==> src/rtl/eth_fifo_ctrl_if.sv <==
// rtl/eth_fifo_ctrl_if.sv - FIFO access-side handshake and status bundle
interface eth_fifo_ctrl_if #(
  parameter int DATA_WIDTH = 32,
  parameter int SIZE       = 8
);
  logic                  push;
  logic [DATA_WIDTH-1:0] data_in;
  logic                  pop;
  logic [DATA_WIDTH-1:0] data_out;
  logic                  full;
  logic                  empty;
  logic                  almost_full;
  logic                  almost_empty;
  logic [SIZE:0]         cnt;
  logic                  overflow;
  logic                  underflow;

  modport master (
    output push, data_in, pop,
    input  data_out, full, empty, almost_full, almost_empty, cnt, overflow, underflow
  );

  modport slave (
    input  push, data_in, pop,
    output data_out, full, empty, almost_full, almost_empty, cnt, overflow, underflow
  );
endinterface

==> src/rtl/eth_fifo_ctrl.sv <==
// rtl/eth_fifo_ctrl.sv - first-word-fall-through controller for the Ethernet FIFO memory macro
module eth_fifo_ctrl #(
  parameter int DATA_WIDTH = 32,
  parameter int SIZE       = 8,
  parameter int AF_LEVEL   = (1 << SIZE) - 4,
  parameter int AE_LEVEL   = 4
) (
  input  logic                  clk,
  input  logic                  reset,
  input  logic                  clear,
  eth_fifo_ctrl_if.slave        fifo,
  output logic                  mem_we,
  output logic [SIZE-1:0]       mem_waddr,
  output logic [DATA_WIDTH-1:0] mem_wdata,
  output logic                  mem_re,
  output logic [SIZE-1:0]       mem_raddr,
  input  logic [DATA_WIDTH-1:0] mem_rdata
);

  localparam logic [SIZE:0] DEPTH_C = {1'b1, {SIZE{1'b0}}};
  localparam logic [SIZE:0] AF_C    = AF_LEVEL[SIZE:0];
  localparam logic [SIZE:0] AE_C    = AE_LEVEL[SIZE:0];

  logic [SIZE-1:0] wr_ptr_q, wr_ptr_d;
  logic [SIZE-1:0] rd_ptr_q, rd_ptr_d;
  logic [SIZE:0]   mem_cnt_q, mem_cnt_d;
  logic [SIZE:0]   cnt_q, cnt_d;
  logic            head_valid_q, head_valid_d;
  logic            overflow_q, overflow_d;
  logic            underflow_q, underflow_d;

  logic flush;
  logic full_w;
  logic pop_acc;
  logic push_acc;
  logic fetch;

  always_comb begin
    flush  = reset | clear;
    full_w = (cnt_q == DEPTH_C);
    // A pop frees a slot in the same cycle, so push at full is still legal alongside it.
    pop_acc  = fifo.pop & head_valid_q & ~flush;
    push_acc = fifo.push & (~full_w | pop_acc) & ~flush;
    fetch    = (mem_cnt_q != '0) & (~head_valid_q | pop_acc) & ~flush;

    wr_ptr_d     = wr_ptr_q + SIZE'(push_acc);
    rd_ptr_d     = rd_ptr_q + SIZE'(fetch);
    mem_cnt_d    = mem_cnt_q + (SIZE+1)'(push_acc) - (SIZE+1)'(fetch);
    cnt_d        = cnt_q + (SIZE+1)'(push_acc) - (SIZE+1)'(pop_acc);
    head_valid_d = fetch | (head_valid_q & ~pop_acc);
    overflow_d   = overflow_q | (fifo.push & full_w & ~pop_acc);
    underflow_d  = underflow_q | (fifo.pop & ~head_valid_q);

    if (flush) begin
      wr_ptr_d     = '0;
      rd_ptr_d     = '0;
      mem_cnt_d    = '0;
      cnt_d        = '0;
      head_valid_d = 1'b0;
      overflow_d   = 1'b0;
      underflow_d  = 1'b0;
    end
  end

  always_ff @(posedge clk) begin
    if (reset) begin
      wr_ptr_q     <= '0;
      rd_ptr_q     <= '0;
      mem_cnt_q    <= '0;
      cnt_q        <= '0;
      head_valid_q <= 1'b0;
      overflow_q   <= 1'b0;
      underflow_q  <= 1'b0;
    end else begin
      wr_ptr_q     <= wr_ptr_d;
      rd_ptr_q     <= rd_ptr_d;
      mem_cnt_q    <= mem_cnt_d;
      cnt_q        <= cnt_d;
      head_valid_q <= head_valid_d;
      overflow_q   <= overflow_d;
      underflow_q  <= underflow_d;
    end
  end

  assign mem_we    = push_acc;
  assign mem_waddr = wr_ptr_q;
  assign mem_wdata = fifo.data_in;
  assign mem_re    = fetch;
  assign mem_raddr = rd_ptr_q;

  // The head word lives on the macro output register; it is held while mem_re is low.
  assign fifo.data_out     = mem_rdata;
  assign fifo.empty        = ~head_valid_q;
  assign fifo.full         = full_w;
  assign fifo.almost_full  = (cnt_q >= AF_C);
  assign fifo.almost_empty = (cnt_q <= AE_C);
  assign fifo.cnt          = cnt_q;
  assign fifo.overflow     = overflow_q;
  assign fifo.underflow    = underflow_q;

endmodule

==> src/flat_wrapper.sv <==
// flat-port wrapper written by rule: the top's interface ports become plain ports
module eth_fifo_ctrl_flat 
#(
  parameter int DATA_WIDTH = 32,
  parameter int SIZE       = 8,
  parameter int AF_LEVEL   = (1 << SIZE) - 4,
  parameter int AE_LEVEL   = 4
)
  (clk, reset, clear, mem_we, mem_waddr, mem_wdata, mem_re, mem_raddr, mem_rdata, fifo_push, fifo_data_in, fifo_pop, fifo_data_out, fifo_full, fifo_empty, fifo_almost_full, fifo_almost_empty, fifo_cnt, fifo_overflow, fifo_underflow);
  eth_fifo_ctrl_if #(.DATA_WIDTH(DATA_WIDTH), .SIZE(SIZE)) fifo_i ();
  input  logic clk;
  input  logic reset;
  input  logic clear;
  output logic mem_we;
  output logic [SIZE-1:0] mem_waddr;
  output logic [DATA_WIDTH-1:0] mem_wdata;
  output logic mem_re;
  output logic [SIZE-1:0] mem_raddr;
  input  logic [DATA_WIDTH-1:0] mem_rdata;
  input wire logic [$bits(fifo_i.push)-1:0] fifo_push;
  input wire logic [$bits(fifo_i.data_in)-1:0] fifo_data_in;
  input wire logic [$bits(fifo_i.pop)-1:0] fifo_pop;
  output wire logic [$bits(fifo_i.data_out)-1:0] fifo_data_out;
  output wire logic [$bits(fifo_i.full)-1:0] fifo_full;
  output wire logic [$bits(fifo_i.empty)-1:0] fifo_empty;
  output wire logic [$bits(fifo_i.almost_full)-1:0] fifo_almost_full;
  output wire logic [$bits(fifo_i.almost_empty)-1:0] fifo_almost_empty;
  output wire logic [$bits(fifo_i.cnt)-1:0] fifo_cnt;
  output wire logic [$bits(fifo_i.overflow)-1:0] fifo_overflow;
  output wire logic [$bits(fifo_i.underflow)-1:0] fifo_underflow;
  assign fifo_i.push = fifo_push;
  assign fifo_i.data_in = fifo_data_in;
  assign fifo_i.pop = fifo_pop;
  assign fifo_data_out = fifo_i.data_out;
  assign fifo_full = fifo_i.full;
  assign fifo_empty = fifo_i.empty;
  assign fifo_almost_full = fifo_i.almost_full;
  assign fifo_almost_empty = fifo_i.almost_empty;
  assign fifo_cnt = fifo_i.cnt;
  assign fifo_overflow = fifo_i.overflow;
  assign fifo_underflow = fifo_i.underflow;
  eth_fifo_ctrl #(.DATA_WIDTH(DATA_WIDTH), .SIZE(SIZE), .AF_LEVEL(AF_LEVEL), .AE_LEVEL(AE_LEVEL)) u_core (.clk(clk), .reset(reset), .clear(clear), .fifo(fifo_i), .mem_we(mem_we), .mem_waddr(mem_waddr), .mem_wdata(mem_wdata), .mem_re(mem_re), .mem_raddr(mem_raddr), .mem_rdata(mem_rdata));
endmodule
==> config.mk <==
export PLATFORM = sky130hd
export DESIGN_NAME = eth_fifo_ctrl_flat
export DESIGN_NICKNAME = d
export VERILOG_FILES = /design/src/rtl/eth_fifo_ctrl_if.sv /design/src/rtl/eth_fifo_ctrl.sv /design/src/flat_wrapper.sv
export SDC_FILE = /design/constraint.sdc
export NUM_CORES = 1
export LEC_CHECK = 0
export ABC_AREA = 0
export CORE_AREA = 2 2 89 91
export CTS_BUF_LIST = sky130_fd_sc_hd__clkbuf_16
export DETAILED_ROUTE_END_ITERATION = 6
export DIE_AREA = 0 0 91 93
export PLACE_DENSITY = 0.8
export SLEW_MARGIN = 25
export SYNTH_ARGS = -nofsm -noshare
export SYNTH_HDL_FRONTEND = slang
export SYNTH_SLANG_ARGS = --single-unit
==> constraint.sdc <==
create_clock -name clk -period 3.1 [get_ports clk]
set_clock_uncertainty 0.05 [all_clocks]
set_input_delay 0.31 -clock clk [delete_from_list [all_inputs] [get_ports clk]]
set_output_delay 0.31 -clock clk [all_outputs]
set_load 0.05 [all_outputs]
# [Word-level counts from Yosys, hierarchy flattened]
# Index checks and enable logic that the tools add are counted.
[word_totals] ff_bits=37 input_bits=69 output_inout_bits=97 word_cells=38
[classes] order_cmp=2 bitwise_logic=20 n_eq_ne=1 add_sub_neg=6 reduce_logical=2
[op_table] operator="$add 9x1->9" count=2
[op_table] operator="$sub 9x1->9" count=2
[op_table] operator="$add 8x1->8" count=2
[op_table] operator="$and 1x1->1" count=10
[op_table] operator="$eq 9x9->1 const B" count=1
[op_table] operator="$ge 9x8->1 const B" count=1
[op_table] operator="$le 9x3->1 const B" count=1
[op_table] operator="$reduce_bool 9->1" count=1
[op_table] operator="$or 1x1->1" count=6
[op_table] operator="$not 1->1" count=4
[op_table] operator="$reduce_or 2->1" count=1

# [Longest topological paths before layout]
[logic_depth] depth_word=8 ltp_mapped=15 ltp_nobuf=15

# [Least setup slack after synthesis]
# OpenSTA, ideal clock, no wires.
[synth_path] path_type="input-to-reg" startpoint="in clear" endpoint="reg u_core.mem_cnt_q[6]" path_buffers=2 required_time_ps=2930 setup_time_ps=120 slack_ps=-952 cell_stages=13 arrival_ps=3882 path_cell_list="or2_1 > buf_6 > buf_2 > nor3b_1 > ha_1 > inv_1 > ha_1 > inv_1 > fa_1 > nand2b_1 > a2111oi_2 > o21a_1 > nor3_1"
[synth_via] word_cells_on_any_way=12 classes_between="2 x add/sub; 9 x bitwise; 1 x reduce/logical"
[synth_lines] element="from (decl)" line_no="flat_wrapper.sv:13" text="input logic clear;"
[synth_lines] element="$or 1x1->1 (*)" line_no="eth_fifo_ctrl.sv:39" text="flush = reset | clear;"
[synth_lines] element="$not 1->1 (*)" line_no="eth_fifo_ctrl.sv:42, eth_fifo_ctrl.sv:44"
[synth_lines] element="$and 1x1->1" line_no="eth_fifo_ctrl.sv:42" text="pop_acc = fifo.pop & head_valid_q & ~flush;"
[synth_lines] element="$or 1x1->1" line_no="eth_fifo_ctrl.sv:44" text="fetch = (mem_cnt_q != '0) & (~head_valid_q | pop_acc) & ~flush;"
[synth_lines] element="$and 1x1->1" line_no="eth_fifo_ctrl.sv:44"
[synth_lines] element="$and 1x1->1 (*)" line_no="eth_fifo_ctrl.sv:44"
[synth_lines] element="net mem_re" line_no="flat_wrapper.sv:17" text="output logic mem_re;"
[synth_lines] element="$sub 9x1->9 (*)" line_no="eth_fifo_ctrl.sv:48" text="mem_cnt_d = mem_cnt_q + (SIZE+1)'(push_acc) - (SIZE+1)'(fetch);"
[synth_lines] element="to (signal assigned)" line_no="eth_fifo_ctrl.sv:77" text="mem_cnt_q <= mem_cnt_d;"
[synth_lines] element="to (decl)" line_no="eth_fifo_ctrl.sv:26" text="logic [SIZE:0] mem_cnt_q, mem_cnt_d;"
# The timed path passes the listed nets; every way through them passes the cells marked *.
# A chain may end at the register's enable or synchronous reset.

# [Worst setup path in the final report]
[layout_path] startpoint="reg u_core.cnt_q[6], in the netlist u_core.fifo.cnt[6]" endpoint="reg u_core.mem_cnt_q[6]"
[layout_via] elab_chain_len=7
[layout_rtl] element="from (decl)" line_no="eth_fifo_ctrl.sv:27" text="logic [SIZE:0] cnt_q, cnt_d;"
[layout_rtl] element="from (signal assigned)" line_no="eth_fifo_ctrl.sv:78" text="cnt_q <= cnt_d;"
[layout_rtl] element="$eq 9x9->1" line_no="eth_fifo_ctrl.sv:40" text="full_w = (cnt_q == DEPTH_C);"
[layout_rtl] element="$not 1->1" line_no="eth_fifo_ctrl.sv:43" text="push_acc = fifo.push & (~full_w | pop_acc) & ~flush;"
[layout_rtl] element="$or 1x1->1" line_no="eth_fifo_ctrl.sv:43"
[layout_rtl] element="$and 1x1->1 (2 in series)" line_no="eth_fifo_ctrl.sv:43"
[layout_rtl] element="$add 9x1->9" line_no="eth_fifo_ctrl.sv:48"
[layout_rtl] element="$sub 9x1->9" line_no="eth_fifo_ctrl.sv:48"
# No other way between the ends.

==> metrics <==
clk slew on worst S/H paths=~0.06 ns; Yosys top cell by area=dfxtp_1; Post-DP Area=roughly 0.0030 sq mm; detailed-route via count=2094; Final setup viols=0; Initial Util=roughly 38%; CTS Hold Bufs=0; CTS tree=yes; first-pass GRT wire length=9630 microns; Async SR Flop Fraction=0%; DR iter-0 viols=58; layout cells sized above 1=12.1%; Highest Clock Rate=342 MHz; most frequent CP cell=inv_1; Die Span Y=93 microns; share of the synthesized area in the top cell type=about a quarter; Top FF cell, synth=dfxtp_1; status=complete, no violations; synthesized area per cell=8.50 sq um; WP data arrival=approximately 3 ns; Cell Rows=32; critical path, cell by cell=inv_1, ha_1, nand4bb_1, nor2_4, nand2_1, nand3_1, ha_1, inv_1, ha_2, inv_1, fa_2, nand2b_4, a2111oi_4, o21a_1, nor3_1; Seq pwr share=around a quarter; Internal Pwr Total=roughly 1500 uW; peak supply drop=~0.39 mV; nets=430; Worst Setup Start Kind=register; post-detail-place hpwl=roughly 4500 microns; Buf+Inv Stages, Crit Path=3; Avg WL per Cell=between 10 and 15 microns; largest cells by area after synthesis=dfxtp_1 (26%), buf_4 (17%), ha_1 (17%), inv_1 (4.5%), nor2_1 (3.4%); FF+latch count, synth=37; top-count cell post-synth=buf_4; Net Count, Synth=between 400 and 500; commonest cells in the netlist=buf_4 (64), ha_1 (38), dfxtp_1 (37), inv_1 (34), nor2_1 (26); antenna violations before repair=0; period utilization=about 94%; fin. max-slew vios=0; clock sinks=37; Area Overhead vs Synth=11.1%; CP top delay family=adder cells; Pre-antenna DRT Iters=4; minimum clock period=between 2 and 3 ns; Slew @ Worst Pin=0.516 ns; Seq/Total Area, Yosys=roughly 26%; Placeable Area=between 0.007 and 0.008 sq mm; post-detailed-route count of antenna-violating nets=0; Total GRT Usage=between 10% and 20%; CP Max Fanout=5; min-delay worst type=register to register; CP max-delay cell=a2111oi_4; post-synthesis cell count=roughly 340; largest net degree at the start of global routing=34; critical setup path kind=register to register; EDFF count, synth=0; Synth Cell Area=0.00285 sq mm; post-route DRC violation count=0; Die ar.=0.00846 sq mm; pwr/cell area=around 770 mW/mm^2; number of global-route vias before repair=approximately 2200; combinational power share=52.5%; Hold Fails Final Rpt=0; htree depth=2; Max clock buf depth=2; GPL Wtd Cong=0.880; clock network fraction of design power=between 20% and 30%; Routed WL=around 5800 microns; # IOs=around 170; synth unique cells=between 40 and 50; Worst Path Required=3.20 ns; chip width=91 microns; worst rel slew slack=approximately two thirds; I/O Buffers=37; cell area after layout=between 0.003 and 0.004 sq mm; root buffer cell=clkbuf_16; net switching power figure=about 1000 uW; Leak Pwr=0.00131 uW; Max Cap Violations=0; Clk Latency, worst-skew pair=0.28 ns; crit-path max cell delay=0.36 ns; Synthesis Warnings=0; crit end category=register; Inserted Diodes=0; GR Overflow Total=0; Final Util=42.0%; Num CTS Buffers=5; vias per inst=between 4 and 5; sw frac=about two fifths
[metrics by stage]
step                worst slack, ns  power (uW)  std cells  hold slack (ns)   TNS, ns
global placement             0.0522        1820        415            0.412         0
detailed placement          -0.0381        1860        415            0.417   -0.0531
CTS                           0.142        2430        422            0.437         0
global route               -0.00943        2620        423            0.462  -0.00943
finish                        0.177        2450        423            0.433         0
floorplan                   -0.0234        1770        335            0.401   -0.0234
[timing repair]
item / in CTS / in global routing
resized for setup: 0 / 5
buffers inserted: 0 / 1
hold endpoints to repair: 0 / 0
endpoints found under the setup margin: 0 / 4
[final timing paths]
path	start	end	slack, ns	depth (start not counted)
max	u_core.fifo.cnt[6]	u_core.mem_cnt_q[6]	0.18	15
min	u_core.fifo.overflow	u_core.fifo.overflow	0.43	2
max reg2reg	u_core.fifo.cnt[6]	u_core.mem_cnt_q[6]	0.18	15
min reg2reg	u_core.fifo.overflow	u_core.fifo.overflow	0.43	2
[registers in the layout, indices dropped and copies added (netlist names)]
signal	cells
u_core.fifo.cnt	9
u_core.fifo.overflow	1
u_core.fifo.underflow	1
u_core.head_valid_q	1
u_core.mem_cnt_q	9
u_core.mem_raddr	8
u_core.mem_waddr	8
[power by group through the flow]
stage               clock (uW)  combinational [uW]  sequential (uW)
floorplan                    0                1100              672
global placement             0                1210              607
detailed placement           0                1250              609
CTS                        571                1260              599
global route               590                1420              609
finish                     563                1290              602
[cell families (layout without fill, tap and decap cells)]
logic type                 Yosys count  count (layout)  synth area share (%)
buffers and inverters              103              89                  22.4
and+or+nand+nor                     93              93                  17.1
AOI/OAI and AO/OA                   43              43                  10.4
adders and majority gates           40              40                  18.1
DFF                                 37              37                  26.0
xor gates and xnor gates            16              16                  4.92
muxes                                3               3                  1.10
[worst reg2reg max path, stage by stage (launching register included)]
cell and delay, ns:
dfxtp_2 0.34, inv_1 0.10, ha_1 0.18, nand4bb_1 0.20, nor2_4 0.18, nand2_1 0.09
nand3_1 0.09, ha_1 0.23, inv_1 0.06, ha_2 0.17, inv_1 0.05, fa_2 0.33
nand2b_4 0.18, a2111oi_4 0.36, o21a_1 0.17, nor3_1 0.04
[per-layer routing]
metal	vias to the layer above	part of all wire (%)	global-route usage (%)
met5	-	0	0
met4	0	2.7	7.07
met3	24	5.5	3.06
met2	61	53	26.0
met1	974	39	14.4
li1	1035	-	-
[area by class of cell]
class | instances | area, sq um
tap | 102 | 128
multi-input combinational | 195 | 1540
fill | 752 | 4360
timing repair buffer | 48 | 460
inverter | 34 | 128
clock inverter | 2 | 35.0
clock buffer | 5 | 125
sequential | 37 | 748
[placed cells by master, fill, tap and decap left out, drive strengths merged, types with 2 or more instances in the layout]
master         count
xnor2              5
o31ai              2
ha                38
buf               13
nor2b              3
o2111ai            2
nand2              9
nand4              3
nand3             15
clkbuf             5
nor3               8
o211ai             2
fa                 2
or3                3
nor2              26
a31oi              4
a211oi             4
a21o               2
and2               6
mux2i              2
nand4bb            2
a21oi             11
nor4               3
nand2b             6
dfxtp             37
o21bai             2
clkdlybuf4s50     35
and3               5
inv               34
xor2              11
o21ai              6
No activity file was read; power rests on OpenSTA's default activity.
